**src/rtl/idr_fu.sv**
```systemverilog
// Iterative radix-2 restoring divide/remainder unit for RV32M DIV/DIVU/REM/REMU.
// Optional leading-zero early exit is enabled by defining IDRFU_EARLY_EXIT_EN.
package idr_fu_pkg;
   localparam int unsigned RSZ = 32;
   typedef enum logic [1:0] {
      DIV  = 2'd0,
      DIVU = 2'd1,
      REM  = 2'd2,
      REMU = 2'd3
   } IDR_OP_TYPE;
endpackage

module idr_fu
   import idr_fu_pkg::*;
#(
   parameter int unsigned DW    = RSZ,
   parameter int unsigned CNT_W = $clog2(DW + 1)
) (
   input  logic            clk_in,
   input  logic            reset_n,
   input  logic            flush,
   input  logic            start,
   input  IDR_OP_TYPE      op,
   input  logic [DW-1:0]   Rs1_data,
   input  logic [DW-1:0]   Rs2_data,
   output logic [DW-1:0]   quotient,
   output logic [DW-1:0]   remainder,
   output logic            done,
   output logic            busy
);

   typedef enum logic [1:0] {S_IDLE, S_CALC, S_FIX} state_t;
   typedef enum logic [1:0] {FX_NORM, FX_DIVZ, FX_OVF} fix_t;

   localparam logic [DW-1:0] MIN_NEG = {1'b1, {(DW-1){1'b0}}};

   state_t             state_q, state_d;
   fix_t               fix_q;
   logic [DW-1:0]      acc_q, dvd_q, dvs_q;
   logic [CNT_W-1:0]   cnt_q;
   logic               neg_q, neg_r;

   // Operand decode for the capture in IDLE
   logic               signed_op, div_zero, ovf;
   logic [DW-1:0]      mag1, mag2;

   always_comb begin
      signed_op = (op == DIV) || (op == REM);
      mag1      = (signed_op && Rs1_data[DW-1]) ? (~Rs1_data) + DW'(1) : Rs1_data;
      mag2      = (signed_op && Rs2_data[DW-1]) ? (~Rs2_data) + DW'(1) : Rs2_data;
      div_zero  = (Rs2_data == '0);
      ovf       = signed_op && (Rs1_data == MIN_NEG) && (Rs2_data == '1);
   end

`ifdef IDRFU_EARLY_EXIT_EN
   function automatic logic [CNT_W-1:0] clz(input logic [DW-1:0] v);
      clz = CNT_W'(DW);
      for (int i = 0; i < int'(DW); i++)
         if (v[i]) clz = CNT_W'(int'(DW) - 1 - i);
   endfunction

   logic [CNT_W-1:0] lz;
   assign lz = clz(mag1);
`endif

   // State register
   always_ff @(posedge clk_in or negedge reset_n) begin
      if (!reset_n) state_q <= S_IDLE;
      else          state_q <= state_d;
   end

   // Next-state logic; flush overrides everything
   always_comb begin
      state_d = state_q;
      unique case (state_q)
         S_IDLE: begin
            if (start) begin
               if (div_zero || ovf) state_d = S_FIX;
`ifdef IDRFU_EARLY_EXIT_EN
               else if (mag1 == '0) state_d = S_FIX;
`endif
               else                 state_d = S_CALC;
            end
         end
         S_CALC:  if (cnt_q == CNT_W'(1)) state_d = S_FIX;
         S_FIX:   state_d = S_IDLE;
         default: state_d = S_IDLE;
      endcase
      if (flush) state_d = S_IDLE;
   end

   // One restoring step: shift {acc,dvd}, trial-subtract at DW+1 bits
   logic [DW:0]    rem_sh, trial;
   logic           q_bit;
   logic [DW-1:0]  acc_n, dvd_n;

   always_comb begin
      rem_sh = {acc_q, dvd_q[DW-1]};
      trial  = rem_sh - {1'b0, dvs_q};
      q_bit  = ~trial[DW];
      acc_n  = q_bit ? trial[DW-1:0] : rem_sh[DW-1:0];
      dvd_n  = {dvd_q[DW-2:0], q_bit};
   end

   // Final result selection, sign fix-up and special cases
   logic [DW-1:0]  quo_c, rem_c;

   always_comb begin
      quo_c = dvd_q;
      rem_c = acc_q;
      unique case (fix_q)
         FX_DIVZ: begin
            quo_c = '1;
            rem_c = dvd_q;
         end
         FX_OVF: begin
            quo_c = MIN_NEG;
            rem_c = '0;
         end
         default: begin
            quo_c = neg_q ? (~dvd_q) + DW'(1) : dvd_q;
            rem_c = neg_r ? (~acc_q) + DW'(1) : acc_q;
         end
      endcase
   end

   // Datapath and registered outputs
   always_ff @(posedge clk_in or negedge reset_n) begin
      if (!reset_n) begin
         acc_q     <= '0;
         dvd_q     <= '0;
         dvs_q     <= '0;
         cnt_q     <= '0;
         neg_q     <= 1'b0;
         neg_r     <= 1'b0;
         fix_q     <= FX_NORM;
         quotient  <= '0;
         remainder <= '0;
         done      <= 1'b0;
         busy      <= 1'b0;
      end else begin
         done <= 1'b0;
         busy <= (state_d != S_IDLE);
         if (!flush) begin
            unique case (state_q)
               S_IDLE: begin
                  if (start) begin
                     neg_q <= signed_op & (Rs1_data[DW-1] ^ Rs2_data[DW-1]);
                     neg_r <= signed_op & Rs1_data[DW-1];
                     dvs_q <= mag2;
                     acc_q <= '0;
                     fix_q <= div_zero ? FX_DIVZ : (ovf ? FX_OVF : FX_NORM);
`ifdef IDRFU_EARLY_EXIT_EN
                     dvd_q <= div_zero ? Rs1_data : (mag1 << lz);
                     cnt_q <= CNT_W'(DW) - lz;
`else
                     dvd_q <= div_zero ? Rs1_data : mag1;
                     cnt_q <= CNT_W'(DW);
`endif
                  end
               end
               S_CALC: begin
                  acc_q <= acc_n;
                  dvd_q <= dvd_n;
                  cnt_q <= cnt_q - CNT_W'(1);
               end
               S_FIX: begin
                  quotient  <= quo_c;
                  remainder <= rem_c;
                  done      <= 1'b1;
               end
               default: ;
            endcase
         end
      end
   end

endmodule

```
**config.mk**
```make
export PLATFORM = sky130hd
export DESIGN_NAME = idr_fu
export DESIGN_NICKNAME = d
export VERILOG_FILES = /design/src/rtl/idr_fu.sv
export SDC_FILE = /design/constraint.sdc
export NUM_CORES = 1
export LEC_CHECK = 0
export CAP_MARGIN = 20
export CORE_MARGIN = 3
export CORE_UTILIZATION = 34
export CTS_BUF_LIST = sky130_fd_sc_hd__clkbuf_16
export DETAILED_ROUTE_END_ITERATION = 6
export DONT_BUFFER_PORTS = 1
export SYNTH_ARGS = -nofsm -noshare
export SYNTH_HDL_FRONTEND = slang
export SYNTH_SLANG_ARGS = --single-unit
```
**constraint.sdc**
```tcl
create_clock -name clk_in -period 6.3 [get_ports clk_in]
set_input_delay 0.315 -clock clk_in [delete_from_list [all_inputs] [get_ports clk_in]]
set_output_delay 0.315 -clock clk_in [all_outputs]
set_load 0.01 [all_outputs]
```
## Word-level counts from Yosys, hierarchy flattened

Index checks and enable logic that the tools add are counted.

| operators by class | value |
|---|---|
| add/sub/neg operators | 6 |
| equal/unequal tests | 9 |
| multiplexer cells | 23 |
| bitwise gates (word level) | 9 |
| reductions and logical operators | 14 |

Operators with widths:

| kind | number |
|---|---|
| $mux 32 | 8 |
| $pmux 32 s2 | 4 |
| $add 32x1->32 const B | 4 |
| $not 32->32 | 4 |
| $eq 32x32->1 const B | 2 |
| $sub 33x32->33 | 1 |
| $logic_not 32->1 | 1 |
| $mux 2 | 6 |
| $pmux 6 s2 | 1 |
| $eq 2x2->1 const B | 3 |
| $eq 6x1->1 const B | 1 |
| $mux 6 | 1 |
| $reduce_and 3->1 | 2 |
| $sub 6x1->6 const B | 1 |
| $eq 2x1->1 const B | 2 |
| $logic_and 1x1->1 | 4 |
| $logic_not 2->1 | 2 |
| $pmux 2 s2 | 1 |
| $reduce_bool 2->1 | 2 |
| $and 1x1->1 | 2 |
| $logic_or 1x1->1 | 2 |
| $mux 1 | 2 |
| $ne 2x2->1 const B | 1 |
| $not 1->1 | 2 |
| other kinds (2) | 2 |

| word-level totals | value |
|---|---|
| register bits | 174 |
| bits of input ports | 70 |
| output and inout port bits | 66 |
| logic and storage cells | 73 |

## Logic depth before layout (Yosys ltp)

| logic depth | value |
|---|---|
| depth after elaboration | 10 |
| depth in mapped cells | 13 |
| gate-level depth less buffers | 11 |

## Least setup slack after synthesis

OpenSTA, ideal clock, no wires.

| timing | value |
|---|---|
| path type | reg2reg |
| from | register acc_q[0] |
| to | register acc_q[13] |
| library setup time | 116 ps |
| data arrival time | 2787 ps |
| data required time | 6184 ps |
| setup slack | 3397 ps |
| stages on the path, launching flop included | 14 |
| path buffers | 3 |
| period minus slack after synthesis | 2903 ps |
| cells stage by stage | dfrtp_1 clkbuf_1 inv_1 fa_1 nand2b_1 a21o_1 a211o_1 a31oi_1 o21ai_1 xor2_1 buf_2 buf_2 nand3_1 o311ai_0 |

| between the ends | value |
|---|---|
| cells in the longest elaborated chain, start to end | 3 |

RTL lines:

| element | line | source |
|---|---|---|
| from (decl) | 39 | `logic [DW-1:0] acc_q, dvd_q, dvs_q;` |
| from (signal assigned) | 163 | `acc_q <= acc_n;` |
| $sub 33x32->33 | 99 | `trial = rem_sh - {1'b0, dvs_q};` |
| $mux 32 | 101 | `acc_n = q_bit ? trial[DW-1:0] : rem_sh[DW-1:0];` |
| $pmux 32 s2 | 145 | `unique case (state_q)` |

Every way passes these cells.
A chain may end at the register's enable or synchronous reset.

## Worst setup path after layout

| timing | value |
|---|---|
| from | register dvd_q[31] |
| to | register acc_q[14] |

| between the ends | value |
|---|---|
| cells in the longest elaborated chain, start to end | 3 |

RTL lines:

| element | line | source |
|---|---|---|
| from (decl) | 39 |  |
| from (signal assigned) | 157 | `dvd_q <= div_zero ? Rs1_data : mag1;` |
| from (signal assigned) | 164 | `dvd_q <= dvd_n;` |
| $sub 33x32->33 | 99 |  |
| $mux 32 | 101 |  |
| $pmux 32 s2 | 145 |  |

Every way passes these cells.

==> impl_metrics.py <==
metrics = {
    "outcome": {
        "outcome": "complete, no violations",
    },
    "logic_synthesis": {
        "ys_types": 66,
        "syn_area_um2": 11900,
        "synth.top_cell.area_share_pct": 36.5,
        "synthArstFlopShare_pct": 100,
        "synthTopCellsByArea": "dfrtp_1, xor2_1, o21ai_0, nand2_1, xnor2_1",
        "synth_top_area_cell": "dfrtp_1",
        "yosys_warnings": 0,
        "ys_ff_latch": 174,
        "avgSynthCellArea_um2": 8.45,
        "syn_nets": 1524,
        "synthFlopType": "dfrtp_1",
        "synth-edff-count": 0,
        "yosysSeqAreaShare_pct": 36.5,
        "syn_inst": 1413,
    },
    "timing": {
        "rsz0062_at_grt": "false",
        "final.setup_skew_ns": 0.0170,
        "maxSlewHeadroom_pct": 32.4,
        "setup_tns_ns": 0,
        "worst_slew_pin_slew_ns": 1.01,
        "fin_ws_ns": 2.77,
        "finalMaxSlewViolations": 0,
        "finalCritPeriodShare_pct": 56.0,
        "setup_viol": 0,
        "hold_slack_ns": 0.0454,
        "hold_violations": 0,
        "finalCriticalPeriod_ns": 3.53,
        "fmax_ghz": 0.284,
    },
    "clock_tree": {
        "cts_tree": "yes",
        "cts.root.buffer_cell": "clkbuf_16",
        "cts.sinks": 174,
        "cts.clk_slew.worst_paths_ns": 0.08,
        "htreeDepth": 4,
        "clk_path_buf_depth": 2,
        "insertion_delay_ns": 0.43,
        "cts_buffers": 17,
    },
    "die": {
        "die_width_um": 193,
        "ios": 136,
        "die-area_um2": 37400,
        "rows": 68,
        "start_util_pct": 34.6,
        "core-area_um2": 34500,
        "die_h_um": 193,
    },
    "routing": {
        "routed_via_density": 5.64,
        "wl_mm": 34.9,
        "drc": 0,
        "ant_nets": 0,
        "drt-initial-drc-count": 1009,
        "drt-pass1-iter-count": 6,
        "vias": 10300,
        "wl_per_cell_um": 19.2,
    },
    "setup_path": {
        "cp_max_fo": 41,
        "worstSetupPathType": "flip-flop to flip-flop",
        "crit_chain": "inv_1 -> ha_1 -> fa_1 -> nand2b_1 -> a21o_1 -> a211o_1 -> a31oi_1 -> o21ai_1 -> xor2_4 -> buf_4 -> mux2i_1 -> o21ai_0",
        "r2r_slack_ns": 2.77,
        "cpMaxStageDelayCell": "buf_4",
        "crit_path_end_kind": "flip-flop",
        "cpLargestDelayFamily": "compound AO/OA/AOI/OAI gates",
        "arrival_ns": 3.79,
        "startpoint_type": "flip-flop",
        "critical-path-max-stage-delay_ns": 0.45,
        "worstRegToRegCells": 12,
        "worstSetupPathDepth": 12,
        "r2r-start": "dvd_q[31]",
        "cp_num_buf_inv": 2,
        "cp.required_ns": 6.56,
        "cp-startpoint": "dvd_q[31]",
        "r2r_end": "acc_q[14]",
    },
    "grt": {
        "grt_max_degree": 175,
        "grt_pass1_wl_mm": 54.5,
        "antenna_found_initial": 0,
        "grt_pass1_vias": 9430,
        "overflow": 0,
        "grt_usage_pct": 18.0,
    },
    "layout": {
        "fin_area_um2": 12900,
        "fill_cells": 3600,
        "final_net_count": 1467,
        "drive_gt1_share_pct": 4.39,
        "area_delta_synth_final_pct": 7.80,
        "antenna_cells": 0,
    },
    "placement": {
        "dp_slack_ns": 2.78,
        "dp_hpwl_mm": 26.7,
        "routabilityCongestion": 0.915,
        "portBuffers": 0,
        "post_dp_cell_area_um2": 12300,
    },
    "hold_path": {
        "hold_depth": 2,
        "hold_class": "primary input to flip-flop",
        "min-delay-start": "Rs2_data[1]",
        "hold_end": "dvs_q[1]",
    },
    "power": {
        "leakage_uw": 0.00571,
        "vdd_drop_max_mv": 0.219,
        "power.density_nw_per_um2": 452,
        "power.total_uw": 5820,
    },
    "run": {
        "drv_cap": 0,
    },
}
[sequential cells by signal, summed over array words and instances, names as in the netlist]
| signal | flops |
|---|---|
| neg_q | 1 |
| fix_q | 2 |
| acc_q | 32 |
| neg_r | 1 |
| dvd_q | 32 |
| state_q | 2 |
| dvs_q | 32 |
| quotient | 32 |
| cnt_q | 6 |
| busy | 1 |
| remainder | 32 |
| done | 1 |
[where the power goes]
part | switching, uW | internal, uW
logic | 1740 | 1250
registers | 488 | 1350
clock network | 488 | 509
total | 2710 | 3110
[worst max-delay path by stage]
stage,endpoint
floorplan,acc_q[13]
global placement,acc_q[9]
detailed placement,acc_q[14]
CTS,acc_q[18]
global route,acc_q[18]
finish,acc_q[14]
[cell usage after synthesis (31+ instances only)]
cell type,count
nand2_1,169
xnor2_1,61
ha_1,40
xor2_1,87
clkbuf_1,71
a21oi_1,60
o31ai_1,31
nor2_1,92
nand3_1,40
a22oi_1,33
inv_1,59
o21ai_0,146
dfrtp_1,174
a21o_1,48
[cell families after synthesis]
kind of cell | Yosys count | share of synthesized area, %
fa+ha+maj | 41 | 4.36
xor+xnor | 148 | 10.9
flops | 174 | 36.5
simple gates | 422 | 16.7
compound gates | 460 | 25.2
buf+inv | 149 | 4.85
mux | 19 | 1.59
[placed cells by master (no fill, tap or decap), types with 8 or more instances in the layout]
cell	count
o21ai_1	10
a221oi_1	12
nor4_1	17
o311ai_0	13
nor2_1	91
nand3_1	38
o41ai_1	14
xnor2_1	61
a21oi_1	60
nand2b_1	9
nand2_1	169
inv_1	60
a22oi_1	33
mux2i_1	19
xor2_1	86
a31oi_1	12
or3_1	11
a32oi_1	8
nor3_1	21
o31ai_1	31
dfrtp_1	174
buf_4	9
o21ai_0	146
ha_1	39
or4_1	9
nand4_1	15
a21o_1	48
clkbuf_16	17
a211oi_1	29
[layout make-up]
type / count / area (um2) / area share (%)
inverters: 60 / 225 / 1.75
multi-input cells: 1090 / 7060 / 54.8
repair buffers: 13 / 125 / 0.972
clock buffers: 17 / 425 / 3.31
flip-flops and latches: 174 / 4350 / 33.8
well taps: 455 / 569 / 4.42
clock inverters: 14 / 113 / 0.875
[routing by layer]
metal / wire length, um / global-route usage (%) / vias up
met5: 0 / 0 / -
met4: 970 / 5.57 / 0
met3: 2300 / 4.09 / 50
met2: 14500 / 26.0 / 343
met1: 17200 / 26.7 / 4887
li1: - / - / 5010
[metrics by stage]
stage	utilization, %	std cells
5_1_grt	37.3	1823
3_5_place_dp	35.5	1788
2_1_floorplan	-	1413
3_3_place_gp	35.5	1788
6_report	37.3	1823
4_1_cts	37.3	1823
[what timing repair did]
action	4_1_cts	5_1_grt
hold buffers	4	0
hold endpoints to repair	177	0
gates resized for setup	0	0
setup buffers	0	0
(Power assumes the default switching activity.)
